<file path="src/rtl/soc_system_master_secure_b2p_channel_filter.sv">
// Channel filter for the master-secure return path: forwards packets on CHANNEL_ID, drops the rest.
// Optional dropped-packet counter is enabled by defining B2P_DROP_COUNT_EN.
module soc_system_master_secure_b2p_channel_filter #(
  parameter logic [7:0] CHANNEL_ID = 8'd0,
  parameter int         DROP_CNT_W = 16
) (
  input  logic                  clk,
  input  logic                  reset,
  output logic                  in_ready,
  input  logic                  in_valid,
  input  logic [7:0]            in_data,
  input  logic [7:0]            in_channel,
  input  logic                  in_startofpacket,
  input  logic                  in_endofpacket,
  input  logic                  out_ready,
  output logic                  out_valid,
  output logic [7:0]            out_data,
  output logic                  out_startofpacket,
  output logic                  out_endofpacket,
  output logic [DROP_CNT_W-1:0] drop_count,
  output logic                  proto_err
);

  typedef enum logic [1:0] {IDLE = 2'd0, PASS = 2'd1, DROP = 2'd2} state_t;

  state_t     state;
  state_t     state_next;
  logic       accept;
  logic       fwd;
  logic       err;
  logic       head_free;
  logic       full_next;
  logic       skid_valid;
  logic [7:0] skid_data;
  logic       skid_sop;
  logic       skid_eop;

  assign accept    = in_valid & in_ready;
  assign head_free = ~out_valid | out_ready;

  // A SOP always restarts classification as if in IDLE, flagging an error if a packet was open.
  always_comb begin
    fwd        = 1'b0;
    err        = 1'b0;
    state_next = state;
    if (accept) begin
      if (in_startofpacket || state == IDLE) begin
        if (!in_startofpacket) begin
          err        = 1'b1;
          state_next = IDLE;
        end else begin
          err = (state != IDLE);
          if (in_channel == CHANNEL_ID) begin
            fwd        = 1'b1;
            state_next = in_endofpacket ? IDLE : PASS;
          end else begin
            state_next = in_endofpacket ? IDLE : DROP;
          end
        end
      end else if (state == PASS) begin
        fwd        = 1'b1;
        err        = (in_channel != CHANNEL_ID);
        state_next = in_endofpacket ? IDLE : PASS;
      end else begin
        state_next = in_endofpacket ? IDLE : DROP;
      end
    end
  end

  always_ff @(posedge clk) begin
    if (reset) begin
      state     <= IDLE;
      proto_err <= 1'b0;
    end else begin
      state <= state_next;
      if (err) proto_err <= 1'b1;
    end
  end

  // Both slots occupied after this edge means the sink must be stalled next cycle.
  assign full_next = (~head_free & (skid_valid | fwd)) | (head_free & skid_valid & fwd);

  always_ff @(posedge clk) begin
    if (reset) begin
      in_ready          <= 1'b0;
      out_valid         <= 1'b0;
      out_data          <= 8'd0;
      out_startofpacket <= 1'b0;
      out_endofpacket   <= 1'b0;
      skid_valid        <= 1'b0;
      skid_data         <= 8'd0;
      skid_sop          <= 1'b0;
      skid_eop          <= 1'b0;
    end else begin
      in_ready <= ~full_next;
      if (head_free) begin
        if (skid_valid) begin
          out_valid         <= 1'b1;
          out_data          <= skid_data;
          out_startofpacket <= skid_sop;
          out_endofpacket   <= skid_eop;
          skid_valid        <= fwd;
          if (fwd) begin
            skid_data <= in_data;
            skid_sop  <= in_startofpacket;
            skid_eop  <= in_endofpacket;
          end
        end else begin
          out_valid <= fwd;
          if (fwd) begin
            out_data          <= in_data;
            out_startofpacket <= in_startofpacket;
            out_endofpacket   <= in_endofpacket;
          end
        end
      end else if (fwd) begin
        skid_valid <= 1'b1;
        skid_data  <= in_data;
        skid_sop   <= in_startofpacket;
        skid_eop   <= in_endofpacket;
      end
    end
  end

`ifdef B2P_DROP_COUNT_EN
  logic [DROP_CNT_W-1:0] drop_cnt;
  logic                  drop_pkt;

  // Any accepted foreign-channel SOP starts a dropped packet, whatever the current state.
  assign drop_pkt = accept & in_startofpacket & (in_channel != CHANNEL_ID);

  always_ff @(posedge clk) begin
    if (reset) begin
      drop_cnt <= '0;
    end else if (drop_pkt && drop_cnt != {DROP_CNT_W{1'b1}}) begin
      drop_cnt <= drop_cnt + {{(DROP_CNT_W-1){1'b0}}, 1'b1};
    end
  end

  assign drop_count = drop_cnt;
`else
  assign drop_count = '0;
`endif

endmodule

</file>
<file path="config.mk">
export PLATFORM = sky130hd
export DESIGN_NAME = soc_system_master_secure_b2p_channel_filter
export DESIGN_NICKNAME = d
export VERILOG_FILES = /design/src/rtl/soc_system_master_secure_b2p_channel_filter.sv
export SDC_FILE = /design/constraint.sdc
export NUM_CORES = 1
export LEC_CHECK = 0
export CAP_MARGIN = 20
export CORE_ASPECT_RATIO = 1.75
export CORE_UTILIZATION = 40
export CTS_CLUSTER_SIZE = 10
export DETAILED_ROUTE_END_ITERATION = 10
export PLACE_DENSITY = 0.85
export SLEW_MARGIN = 15
export SYNTH_ARGS = -nofsm -noshare
export SYNTH_HDL_FRONTEND = slang
export SYNTH_SLANG_ARGS = --single-unit
</file>
<file path="constraint.sdc">
create_clock -name clk -period 1.3 [get_ports clk]
set_input_delay 0.195 -clock clk [delete_from_list [all_inputs] [get_ports clk]]
set_output_delay 0.195 -clock clk [all_outputs]
set_load 0.01 [all_outputs]
</file>
* Yosys cells after proc, flatten, opt, wreduce, memory -nomap -nowiden *
Cells that the tools add are included.

storage, ports and cells
  logic and storage cells = 65
  bits in registers = 26
  output and inout bits = 29
  input bits = 22

operators by class
  bitwise operators = 10
  reductions and logical operators = 8
  eq/ne operators = 2
  muxes and demuxes = 34

operator list
  kind                  number
  $mux W8               5
  $mux W1               24
  $mux W2               5
  $logic_not A8 Y1      1
  $reduce_bool A8 Y1    1
  $reduce_bool A2 Y1    3
  $and A1 B1 Y1         4
  $not A1 Y1            3
  $or A1 B1 Y1          3
  $eq A2 B1 Y1 const B  1
  $logic_not A2 Y1      1
  $ne A2 B1 Y1 const B  1
  $reduce_and A2 Y1     1
  $logic_or A1 B1 Y1    1

* Logic depth before layout (Yosys ltp) *
  depth in word-level cells = 9
  mapped depth = 5
  gate-level depth less buffers = 4

* Worst setup path after synthesis *
No wires, ideal clock.

  path kind = flip-flop to flip-flop
  from = reg in_ready
  to = reg skid_data[0]
  slack = -0.119 ns
  setup time = 0.072 ns
  period minus slack after synthesis = 1.419 ns
  cell stages (with the launch flop) = 6
  arrival time = 1.347 ns
  cell sequence = dfxtp_1 and3_1 nand3_2 a21oi_2 buf_6 mux2i_1

on the way
  word-level cells in the longest chain between the ends = 5

ends and longest elaborated chain
  what                      line  source
  start: declaration        9     output logic in_ready,
  start signal: assignment  95    in_ready <= ~full_next;
  $and A1 B1 Y1 *           38    assign accept = in_valid & in_ready;
  $mux W1 *                 46    if (accept) begin
  $mux W8 *                 -
  $mux W8                   -
  $mux W8 *                 -
  end signal: assignment    104   skid_data <= in_data;
  end signal: assignment    118   skid_data <= in_data;
  end: declaration          34    logic [7:0] skid_data;

Mark *: on every way between the ends. The rest lies on a longest branch, timed or not. The select of a mux whose other input is x is not followed.
A chain may end at the register's enable or synchronous reset.

* Final worst setup path *
  from = in in_valid
  to = reg skid_data[7]

on the way
  word-level cells in the longest chain between the ends = 5

ends and longest elaborated chain
  what                line  source
  start: declaration  10    input logic in_valid,
  $and A1 B1 Y1 *     38
  $mux W1 *           46
  $mux W8 *           -
  $mux W8             -
  $mux W8 *           -

Marks and branches as above.

==> out/metrics.cfg <==
[status]
outcome=complete, but fails checks
failed_checks=negative setup slack

[placed_design]
io_buffers=34
finalWeightedCongestion=0.798
hpwl_um=2580
placed_cell_area_sq_mm=0.00195

[finish]
area_growth_pct=49.8
final_layout_size_suffix_gt1_frac=0.314
fillCellCount=290
fin_area_sq_mm=0.00213
n_antenna_cell=0
layout.nets=243

[sta]
final-hold-violation-count=0
rsz0062_at_grt=true
period_minus_slack_ns=1.45
drv_slew=0
setup-tns-final_ns=-1.66
fmax_mhz=690
period_share=1.12
setup_viol=24
clock_skew_ns=0.00196
finalWorstSetupSlack_ns=-0.150

[grt]
grt_max_degree=24
grt_pass1_wl_um=6670
grt_pass1_vias=1432
grt_usage=0.243
grt_antenna_before_repair=0
grt-ovfl-total=0

[synth]
netlist.area_leader.share=0.366
yosys_warnings=0
synthTopCellsByArea=dfxtp_1, o211ai_1, buf_4
yosysSeqAreaShare=0.366
netlist_instances=155
yosys.cell_types.count=34
synth_area_sq_mm=0.00142
yosysTopAreaCell=dfxtp_1
synth_seq_cells=26
syn_avg_cell_area_sq_um=9.18

[cts]
h-tree-depth=1
clkTransAtPathRegs_ns=0.09
clock_sinks=26
cts-root-buf=clkbuf_8
cts_inserted_buffers=3
cts_tree=done
cts_buffer_depth=2
clock_latency_ns=0.27

[detailed_routing]
first_pass_iters=4
viasPerCell=5.35
drtIter0Drc=51
wl_per_cell_um=16.4
drc=0
detail-route-antenna-nets=0
num_vias=1417
finalWirelength_um=4340

[floorplanning]
ios=51
core_area_sq_mm=0.00340
die-area_sq_mm=0.00381
start_util=0.419
die_w_um=47.1
dieHeight_um=80.9
num_rows=28

[power_and_ir_drop]
ir_drop_v=0.000512
power_density_mw_per_mm2=724
p_leak_nw=0.852

[critical_path]
end_kind=register
crit_path_start=in_valid
critPathKind=in -> reg
worst_ep_required_time_ns=1.50
critical_path_arrival_ns=1.65
start_kind=input pin
rr_startpoint=state[0]
path_max_fanout=6

[hold_path]
hp-class=reg -> reg
hold_start=skid_data[1]

[job]
max-cap-violations=0

stage by stage:
step / setup slack, ns / cells / hold slack, ns / util / power [mW]
global placement: -0.517 / 247 / 0.438 / 0.574 / 1.02
detailed placement: -0.583 / 247 / 0.448 / 0.574 / 1.02
CTS: -0.115 / 263 / 0.460 / 0.627 / 1.53
floorplan: -0.00767 / 170 / 0.264 / - / 0.932
finish: -0.150 / 265 / 0.460 / 0.627 / 1.54
global route: -0.166 / 265 / 0.481 / 0.627 / 1.60
repair_timing:
| item | in CTS | in global routing |
|---|---|---|
| setup buffers | 11 | 4 |
| gates cloned | 2 | 0 |
| resized for setup | 37 | 8 |
| pin swaps | 12 | 11 |
| hold buffers | 0 | 0 |
| setup endpoints to repair | 38 | 26 |
Yosys cell counts:
cell and instances:
a2111oi_0 1, a21oi_1 12, a21oi_2 1, a31o_2 1
a31oi_1 2, a31oi_2 1, and2_1 1, and3_1 2
and4b_1 1, buf_1 1, buf_2 1, buf_4 16
buf_6 1, clkbuf_1 5, clkbuf_2 1, conb_1 1
dfxtp_1 26, inv_1 1, mux2_2 10, mux2i_1 10
nand2_1 23, nand2b_1 1, nand3_1 2, nand3_2 1
nand4_1 1, nor2_1 2, nor2b_1 2, nor3_1 1
nor3b_2 1, nor4_4 2, o211ai_1 20, o21a_1 2
o31ai_1 1, or3_1 1
logic make-up (layout without fill, tap and decap cells):
| group | Yosys count | in the layout | synth area share |
|---|---|---|---|
| other | 1 | 16 | 0.00264 |
| AO/OA/AOI/OAI | 41 | 41 | 0.200 |
| AND/OR/NAND/NOR | 41 | 41 | 0.164 |
| flip-flops | 26 | 26 | 0.366 |
| buffers and inverters | 26 | 76 | 0.118 |
| multiplexers | 20 | 20 | 0.150 |
worst max-delay path, cell delays in order:
cell             delay, ns
clkdlybuf4s50_1       0.51
and3_4                0.24
nand3_4               0.11
a21oi_4               0.21
buf_6                 0.17
mux2i_1               0.21
path summary, 6_finish.rpt:
check | endpoint | slack, ns | cells past startpoint
max | skid_data[7] | -0.15 | 6
min | skid_data[1] | 0.46 | 2
max reg2reg | skid_data[7] | -0.12 | 5
min reg2reg | skid_data[1] | 0.46 | 2
layer usage:
| layer | vias to the layer above | wire, um | global-route usage |
|---|---|---|---|
| met1 | 684 | 1640 | 0.262 |
| met4 | 0 | 102 | 0.123 |
| met3 | 8 | 167 | 0.0200 |
| met5 | - | 0 | 0 |
| met2 | 64 | 2430 | 0.442 |
| li1 | 661 | - | - |
cell type report:
type	count	area, sq um	share of cell area
multi-input combinational	118	855	0.401
timing repair buffer	71	634	0.298
sequential	26	527	0.247
tap	45	56.3	0.0264
clock buffer	4	55.1	0.0258
inverter	1	3.75	0.00176
registers in the layout, summed over array words and instances, names as in the netlist:
signal,count
out_endofpacket,1
out_startofpacket,1
skid_data,8
state,2
out_data,8
in_ready,1
proto_err,1
skid_eop,1
skid_valid,1
out_valid,1
skid_sop,1
cells in the final DEF (no fill, tap or decap), types with 10 or more instances in the layout:
master	n
a21oi_1	11
buf_4	31
clkdlybuf4s50_1	12
conb_1	16
dfxtp_1	23
dlygate4sd2_1	17
mux2_2	10
mux2i_1	10
nand2_1	23
o211ai_1	20
power breakdown:
part | switching (mW) | internal (mW) | leakage [nW]
Sequential | 0.00306 | 0.800 | 0.211
Combinational | 0.106 | 0.106 | 0.612
Clock | 0.258 | 0.271 | 0.0288
Total | 0.366 | 1.18 | 0.852
No activity file was read; power rests on OpenSTA's default activity.
